$ cat src/rtl/vid_in_axi4s_bridge.sv
// Video-in to AXI4-Stream bridge: locks to frame timing, holds one pixel to tag end-of-line,
// and buffers {eol, sof, data} words in a first-word-fall-through FIFO with registered outputs.
module vid_in_axi4s_bridge #(
  parameter int unsigned DATA_WIDTH     = 16,
  parameter int unsigned FIFO_ADDR_BITS = 5
) (
  input  logic                    aclk,
  input  logic                    aresetn,
  input  logic                    vid_ce,
  input  logic                    vid_active_video,
  input  logic                    vid_vblank,
  input  logic [DATA_WIDTH-1:0]   vid_data,
  output logic [DATA_WIDTH-1:0]   m_axis_video_tdata,
  output logic                    m_axis_video_tvalid,
  input  logic                    m_axis_video_tready,
  output logic                    m_axis_video_tuser,
  output logic                    m_axis_video_tlast,
  output logic                    locked,
  output logic                    overflow,
  input  logic                    overflow_clr,
  output logic [FIFO_ADDR_BITS:0] fifo_level
);

  localparam int unsigned AW    = FIFO_ADDR_BITS;
  localparam int unsigned LW    = FIFO_ADDR_BITS + 1;
  localparam int unsigned WW    = DATA_WIDTH + 2;
  localparam int unsigned DEPTH = 2 ** FIFO_ADDR_BITS;

  typedef enum logic [1:0] {ST_WAIT_VB, ST_WAIT_SOF, ST_RUN} state_t;

  state_t                r_state;
  logic                  r_locked;
  logic                  r_prev_vb;
  logic                  r_sof_pend;
  logic                  r_hold_vld;
  logic                  r_hold_sof;
  logic [DATA_WIDTH-1:0] r_hold_data;
  logic                  r_overflow;

  logic [WW-1:0]         r_mem [DEPTH];
  logic [AW-1:0]         r_wr;
  logic [AW-1:0]         r_rd;
  logic [LW-1:0]         r_level;
  logic                  r_tvalid;
  logic [WW-1:0]         r_head;

  logic                  w_pop;
  logic                  w_full;
  logic                  w_push_req;
  logic                  w_ovf;
  logic                  w_push;
  logic [WW-1:0]         w_push_word;
  logic                  w_sof_arm;
  logic [LW-1:0]         w_lvl_after_pop;
  logic [AW-1:0]         w_rd_next;
  logic                  w_tvalid_next;
  logic [WW-1:0]         w_head_next;

  assign w_pop           = r_tvalid & m_axis_video_tready;
  assign w_full          = (r_level == LW'(DEPTH));
  // The held pixel leaves on every sample; it is end-of-line when that sample is inactive.
  assign w_push_req      = vid_ce & r_hold_vld;
  assign w_push_word     = {~vid_active_video, r_hold_sof, r_hold_data};
  assign w_ovf           = w_push_req & w_full & ~w_pop;
  assign w_push          = w_push_req & ~w_ovf;
  assign w_sof_arm       = r_sof_pend | (r_prev_vb & ~vid_vblank);
  assign w_lvl_after_pop = r_level - LW'(w_pop);
  assign w_rd_next       = r_rd + AW'(w_pop);

  // Next head of the FIFO: stored word if one remains after the pop, else the word being pushed.
  always_comb begin
    w_tvalid_next = 1'b0;
    w_head_next   = '0;
    if (w_lvl_after_pop != '0) begin
      w_tvalid_next = 1'b1;
      w_head_next   = r_mem[w_rd_next];
    end else if (w_push) begin
      w_tvalid_next = 1'b1;
      w_head_next   = w_push_word;
    end
  end

  // Frame lock FSM and one-pixel hold register; only sample cycles advance it.
  always_ff @(posedge aclk or negedge aresetn) begin
    if (!aresetn) begin
      r_state     <= ST_WAIT_VB;
      r_locked    <= 1'b0;
      r_prev_vb   <= 1'b0;
      r_sof_pend  <= 1'b0;
      r_hold_vld  <= 1'b0;
      r_hold_sof  <= 1'b0;
      r_hold_data <= '0;
    end else if (vid_ce) begin
      r_prev_vb <= vid_vblank;
      case (r_state)
        ST_WAIT_VB: begin
          if (vid_vblank) r_state <= ST_WAIT_SOF;
        end
        ST_WAIT_SOF: begin
          if (vid_active_video) begin
            r_state     <= ST_RUN;
            r_locked    <= 1'b1;
            r_hold_vld  <= 1'b1;
            r_hold_sof  <= 1'b1;
            r_hold_data <= vid_data;
            r_sof_pend  <= 1'b0;
          end
        end
        ST_RUN: begin
          if (w_ovf) begin
            r_state    <= ST_WAIT_VB;
            r_locked   <= 1'b0;
            r_hold_vld <= 1'b0;
            r_sof_pend <= 1'b0;
          end else if (vid_active_video) begin
            r_hold_vld  <= 1'b1;
            r_hold_sof  <= w_sof_arm;
            r_hold_data <= vid_data;
            r_sof_pend  <= 1'b0;
          end else begin
            r_hold_vld <= 1'b0;
            r_sof_pend <= w_sof_arm;
          end
        end
        default: begin
          r_state  <= ST_WAIT_VB;
          r_locked <= 1'b0;
        end
      endcase
    end
  end

  // Sticky overflow; a coincident set beats the clear.
  always_ff @(posedge aclk or negedge aresetn) begin
    if (!aresetn) begin
      r_overflow <= 1'b0;
    end else if (w_ovf) begin
      r_overflow <= 1'b1;
    end else if (overflow_clr) begin
      r_overflow <= 1'b0;
    end
  end

  always_ff @(posedge aclk) begin
    if (w_push) r_mem[r_wr] <= w_push_word;
  end

  // FIFO pointers, occupancy and registered stream outputs.
  always_ff @(posedge aclk or negedge aresetn) begin
    if (!aresetn) begin
      r_wr     <= '0;
      r_rd     <= '0;
      r_level  <= '0;
      r_tvalid <= 1'b0;
      r_head   <= '0;
    end else begin
      if (w_push) r_wr <= r_wr + AW'(1);
      r_rd     <= w_rd_next;
      r_level  <= w_lvl_after_pop + LW'(w_push);
      r_tvalid <= w_tvalid_next;
      r_head   <= w_head_next;
    end
  end

  assign m_axis_video_tvalid = r_tvalid;
  assign m_axis_video_tlast  = r_head[WW-1];
  assign m_axis_video_tuser  = r_head[WW-2];
  assign m_axis_video_tdata  = r_head[DATA_WIDTH-1:0];
  assign locked              = r_locked;
  assign overflow            = r_overflow;
  assign fifo_level          = r_level;

endmodule

$ cat config.mk
export PLATFORM = sky130hd
export DESIGN_NAME = vid_in_axi4s_bridge
export DESIGN_NICKNAME = d
export VERILOG_FILES = /design/src/rtl/vid_in_axi4s_bridge.sv
export SDC_FILE = /design/constraint.sdc
export NUM_CORES = 1
export LEC_CHECK = 0
export ABC_AREA = 0
export CORE_MARGIN = 4
export CORE_UTILIZATION = 65
export CTS_BUF_LIST = sky130_fd_sc_hd__clkbuf_2
export CTS_CLUSTER_DIAMETER = 60
export DETAILED_ROUTE_END_ITERATION = 16
export PLACE_DENSITY = 0.83
export SETUP_SLACK_MARGIN = 0.15
export SYNTH_ARGS = -nofsm -noshare
export SYNTH_HDL_FRONTEND = slang
export SYNTH_SLANG_ARGS = --single-unit
$ cat constraint.sdc
create_clock -name aclk -period 4 [get_ports aclk]
set_input_delay 0.6 -clock aclk [delete_from_list [all_inputs] [get_ports aclk]]
set_output_delay 0.6 -clock aclk [all_outputs]
set_load 0.02 [all_outputs]
==> impl_results.html <==
<table>
<tr><th>Metric</th><th>Value</th></tr>
<tr><th colspan="2">Run status</th></tr>
<tr><td>Status</td><td>completed</td></tr>
<tr><th colspan="2">Power</th></tr>
<tr><td>Net load switching power</td><td>a little under 8000 uW</td></tr>
<tr><td>Internal</td><td>roughly 14000 uW</td></tr>
<tr><td>Power density over the cells</td><td>approximately 790 nW/um^2</td></tr>
<tr><td>Combinational power share</td><td>between 30% and 40%</td></tr>
<tr><td>Switching fraction of total power</td><td>a little over a third</td></tr>
<tr><td>Total power</td><td>around 22000 uW</td></tr>
<tr><td>Peak VDD IR</td><td>0.000653 V</td></tr>
<tr><td>Power share of the clock group</td><td>slightly below 20%</td></tr>
<tr><td>Leakage power</td><td>around 0.0095 uW</td></tr>
<tr><td>Sequential cell fraction of total power</td><td>approximately 43%</td></tr>
<tr><th colspan="2">Logic synthesis</th></tr>
<tr><td>Average cell area after synthesis</td><td>20.3 sq um</td></tr>
<tr><td>Async SR Flop Fraction</td><td>about 9.3%</td></tr>
<tr><td>Largest cells by area after synthesis</td><td>sky130_fd_sc_hd__edfxtp_1 70%, sky130_fd_sc_hd__mux4_2 13%, sky130_fd_sc_hd__dfrtp_1 5.9%</td></tr>
<tr><td>Synth cell types</td><td>48</td></tr>
<tr><td>Syn Std Cell Area</td><td>between 20000 and 25000 sq um</td></tr>
<tr><td>Cell taking the most area after synthesis</td><td>sky130_fd_sc_hd__edfxtp_1</td></tr>
<tr><td>Number of synthesis warnings</td><td>0</td></tr>
<tr><td>Post-Synthesis Net Count</td><td>1259</td></tr>
<tr><td>Number of register bits inferred by synthesis</td><td>635</td></tr>
<tr><td>Sequential share of the synthesized area</td><td>about three quarters</td></tr>
<tr><td>Most used flip-flop cell after synthesis</td><td>sky130_fd_sc_hd__edfxtp_1</td></tr>
<tr><td>Instance count of the mapped netlist</td><td>roughly 1200</td></tr>
<tr><td>Top-area cell type share of the netlist area</td><td>just under 70%</td></tr>
<tr><td>Number of synthesized flops with an enable pin</td><td>576</td></tr>
<tr><th colspan="2">Cells and area</th></tr>
<tr><td>Area taken by multi-input logic gates</td><td>5810 sq um</td></tr>
<tr><td>Share of layout cells above drive strength 1</td><td>a little under a third</td></tr>
<tr><td>Layout net count</td><td>about 1500</td></tr>
<tr><td>Sequential cell area</td><td>between 15000 and 20000 sq um</td></tr>
<tr><td>Signed area change from the synthesized netlist to the final layout</td><td>12.1%</td></tr>
<tr><td>Final design utilization</td><td>approximately three quarters</td></tr>
<tr><td>Number of fill cells in the layout</td><td>around 2200</td></tr>
<tr><th colspan="2">Drt</th></tr>
<tr><td>Residual DRC count</td><td>0</td></tr>
<tr><td>Wire length per cell</td><td>about 27 um</td></tr>
<tr><td>Number of nets still failing antenna checks after routing</td><td>0</td></tr>
<tr><td>Drt via density</td><td>between 6 and 7</td></tr>
<tr><td>Vias</td><td>about 13000</td></tr>
<tr><td>Wirelength, routed</td><td>between 50000 and 60000 um</td></tr>
<tr><td>First-pass iteration count of the detailed router</td><td>8</td></tr>
<tr><td>Number of DRC markers in iteration 0</td><td>approximately 1700</td></tr>
<tr><th colspan="2">Setup path</th></tr>
<tr><td>Worst setup path end</td><td>r_head[1]</td></tr>
<tr><td>Required time at the worst-slack endpoint</td><td>between 4000 and 5000 ps</td></tr>
<tr><td>Count of buffering cells on the critical path with inverters included</td><td>0</td></tr>
<tr><td>Element type at the critical path start</td><td>flip-flop</td></tr>
<tr><td>Critical path's top delay family</td><td>compound AO/OA/AOI/OAI gates</td></tr>
<tr><td>Beginning of the worst register-to-register path</td><td>m_axis_video_tvalid</td></tr>
<tr><td>Top cell by count, worst path</td><td>sky130_fd_sc_hd__ha_4</td></tr>
<tr><td>Setup crit end kind</td><td>flip-flop</td></tr>
<tr><td>Worst setup path startpoint</td><td>m_axis_video_tvalid</td></tr>
<tr><td>Data arrival, critical path</td><td>slightly above 4000 ps</td></tr>
<tr><td>Logic depth of the worst path, buffers included</td><td>8</td></tr>
<tr><td>Worst Reg2Reg Path Length in Cells</td><td>8</td></tr>
<tr><td>Reg2reg setup slack</td><td>790 ps</td></tr>
<tr><td>CP max stage cell</td><td>sky130_fd_sc_hd__a21oi_1</td></tr>
<tr><td>Critical path class</td><td>reg2reg</td></tr>
<tr><td>Critical path, cell by cell</td><td>and2_1 &gt; ha_4 &gt; ha_4 &gt; a21o_1 &gt; a21oi_1 &gt; o21ai_0 &gt; nand4_1 &gt; mux2i_1</td></tr>
<tr><td>Maximum cell stage delay along the critical path</td><td>between 1000 and 1500 ps</td></tr>
<tr><td>Worst Path Max Fanout</td><td>18</td></tr>
<tr><td>Critical R2R Capture</td><td>r_head[1]</td></tr>
<tr><th colspan="2">Timing</th></tr>
<tr><td>RSZ-0062 raised after global routing</td><td>no</td></tr>
<tr><td>Final clock period utilization by the worst path</td><td>80.2%</td></tr>
<tr><td>Final-layout setup total negative slack</td><td>0 ps</td></tr>
<tr><td>Transition time of the tightest slew-check pin</td><td>1370 ps</td></tr>
<tr><td>Setup-violating endpoint count in the final report</td><td>0</td></tr>
<tr><td>Slew margin rel.</td><td>approximately 8.6%</td></tr>
<tr><td>Hold Violations, Final</td><td>0</td></tr>
<tr><td>Max frequency</td><td>312 MHz</td></tr>
<tr><td>Tmin final</td><td>3210 ps</td></tr>
<tr><td>Pins over their slew limit</td><td>0</td></tr>
<tr><td>Max Clock Skew</td><td>about 81 ps</td></tr>
<tr><th colspan="2">Global routing</th></tr>
<tr><td>Met2 Use GR</td><td>between 40% and 50%</td></tr>
<tr><td>Busiest layer in global routing</td><td>met2</td></tr>
<tr><td>Pin count of the biggest net entering global routing</td><td>54</td></tr>
<tr><td>Vias in the first global route</td><td>about 14000</td></tr>
<tr><td>Total congestion overflow after global routing</td><td>0</td></tr>
<tr><td>Global routing usage on met1</td><td>about two fifths</td></tr>
<tr><td>Global-route met3 utilization</td><td>under 10%</td></tr>
<tr><td>Global-route usage over all layers</td><td>between 20% and 30%</td></tr>
<tr><td>Global-route wire length before repair</td><td>approximately 85000 um</td></tr>
<tr><td>Antenna violations before repair</td><td>1</td></tr>
<tr><th colspan="2">Floorplanning</th></tr>
<tr><td>Die H</td><td>roughly 200 um</td></tr>
<tr><td>Die Width</td><td>204 um</td></tr>
<tr><td>Number of standard-cell rows in the floorplan</td><td>71</td></tr>
<tr><td>Starting Density</td><td>66.0%</td></tr>
<tr><td>Num ports</td><td>50</td></tr>
<tr><td>Area of the core region</td><td>37700 sq um</td></tr>
<tr><td>Area of the die</td><td>between 40000 and 50000 sq um</td></tr>
<tr><th colspan="2">Clock tree</th></tr>
<tr><td>Post-CTS setup buffer count</td><td>0</td></tr>
<tr><td>CTS Buf Count</td><td>roughly 150</td></tr>
<tr><td>Insertion delay to the later sink of the worst-skew pair</td><td>about 1100 ps</td></tr>
<tr><td>CTS tree</td><td>done</td></tr>
<tr><td>H-tree Lvls</td><td>4</td></tr>
<tr><td>Sinks on the clock net</td><td>635</td></tr>
<tr><td>CTS Buffer Depth</td><td>3</td></tr>
<tr><td>Number of buffers added to fix hold violations after cts</td><td>3</td></tr>
<tr><td>Number of gates resized after CTS</td><td>0</td></tr>
<tr><td>Clock Tree Root</td><td>sky130_fd_sc_hd__clkbuf_2</td></tr>
<tr><td>Clock-pin slew reported for the worst setup and hold paths after clock tree synthesis</td><td>~110 ps</td></tr>
<tr><th colspan="2">Place</th></tr>
<tr><td>Final RePlAce weighted congestion</td><td>0.869</td></tr>
<tr><td>Total of buffers placed on input and output ports</td><td>slightly below 50</td></tr>
<tr><td>DP HPWL</td><td>around 33000 um</td></tr>
<tr><th colspan="2">Flow run</th></tr>
<tr><td>Maxcap violations</td><td>0</td></tr>
<tr><th colspan="2">Worst hold path</th></tr>
<tr><td>Type of the worst min-delay path</td><td>in2reg</td></tr>
</table>
-- worst min-delay path by stage --
stage	from	to	slack, ps	cells after the start
floorplan	aresetn	fifo_level[0]	300	0
global placement	overflow	overflow	470	1
detailed placement	overflow	overflow	480	1
CTS	overflow_clr	overflow	20	3
global route	overflow_clr	overflow	40	3
finish	overflow_clr	overflow	120	3
-- cell usage after synthesis (all sizes together) (2+ instances only) --
| library cell | n |
|---|---|
| nand3b | 4 |
| a31oi | 4 |
| nor2 | 39 |
| mux2 | 17 |
| a21oi | 4 |
| ha | 10 |
| nand4b | 2 |
| clkbuf | 26 |
| mux4 | 144 |
| nor3 | 4 |
| nand3 | 20 |
| buf | 36 |
| and2 | 2 |
| nand2b | 3 |
| or3b | 2 |
| o21ai | 63 |
| inv | 13 |
| a21o | 3 |
| o32ai | 2 |
| dfrtp | 59 |
| edfxtp | 576 |
| nor2b | 3 |
| nand2 | 69 |
| xnor2 | 14 |
| nand4 | 20 |
| mux2i | 72 |
| nor3b | 2 |
-- metrics by stage --
stage               worst slack (ps)  hold WS, ps  area [sq um]  instances
floorplan                       1160          304         24900       1226
global placement                 315          470         26400       1795
detailed placement               296          483         26400       1795
CTS                              904         24.3         27900       2072
global route                     701         41.2         27900       2073
finish                           791          125         27900       2073
-- sequential cells by signal, indices dropped and copies added, names as in the netlist --
signal               flops
fifo_level               6
locked                   1
m_axis_video_tvalid      1
overflow                 1
r_head                  18
r_hold_data             16
r_hold_sof               1
r_hold_vld               1
r_mem                  576
r_prev_vb                1
r_rd                     5
r_sof_pend               1
r_state                  2
r_wr                     5
-- logic make-up after synthesis --
kind of cell / Yosys count / synth area share (%)
muxes: 233 / 16.8
xor gates and xnor gates: 15 / 0.528
DFF: 635 / 75.5
AOI/OAI and AO/OA: 82 / 1.90
and+or+nand+nor: 176 / 3.39
buffers and inverters: 75 / 1.40
adders and majority gates: 10 / 0.503
-- per-layer routing --
metal  part of all wire (%)  wire, um
met1                     36     20500
met2                     49     27700
met3                     11      6090
met4                    4.4      2470
met5                      0         0
-- layout make-up --
cell class,instances,share of cell area [%]
multi-input combinational,516,20.8
antenna,1,0.00898
tap,511,2.29
clock buffer,225,4.04
timing repair buffer,123,4.16
inverter,13,0.180
sequential,635,67.3
clock inverter,49,1.14
-- worst register-to-register path: cells and delay by family (launching register included) --
family,cells,cell delay (ps)
and+or+nand+nor,2,480
adders and majority gates,2,430
muxes,1,100
DFF,1,390
AOI/OAI and AO/OA,3,1710
-- power groups by stage --
| stage | Combinational (uW) | Clock (uW) | Sequential (uW) |
|---|---|---|---|
| floorplan | 5090 | 0 | 9440 |
| global placement | 7850 | 0 | 9580 |
| detailed placement | 8100 | 0 | 9680 |
| CTS | 8140 | 4360 | 9530 |
| global route | 8630 | 4750 | 9630 |
| finish | 8170 | 4260 | 9550 |
-- cells in the final DEF (no fill, tap or decap), types with 36 or more instances in the layout --
| master | synthesis | final |
|---|---|---|
| sky130_fd_sc_hd__buf_4 | 0 | 62 |
| sky130_fd_sc_hd__clkbuf_2 | 0 | 225 |
| sky130_fd_sc_hd__clkdlybuf4s50_1 | 0 | 48 |
| sky130_fd_sc_hd__clkinv_1 | 0 | 36 |
| sky130_fd_sc_hd__dfrtp_1 | 59 | 59 |
| sky130_fd_sc_hd__edfxtp_1 | 576 | 576 |
| sky130_fd_sc_hd__mux2i_1 | 72 | 72 |
| sky130_fd_sc_hd__mux4_2 | 144 | 144 |
| sky130_fd_sc_hd__nand2_1 | 68 | 68 |
| sky130_fd_sc_hd__nor2_1 | 37 | 37 |
| sky130_fd_sc_hd__o21ai_0 | 63 | 63 |
Note: power is estimated with default switching activity, not from simulation.
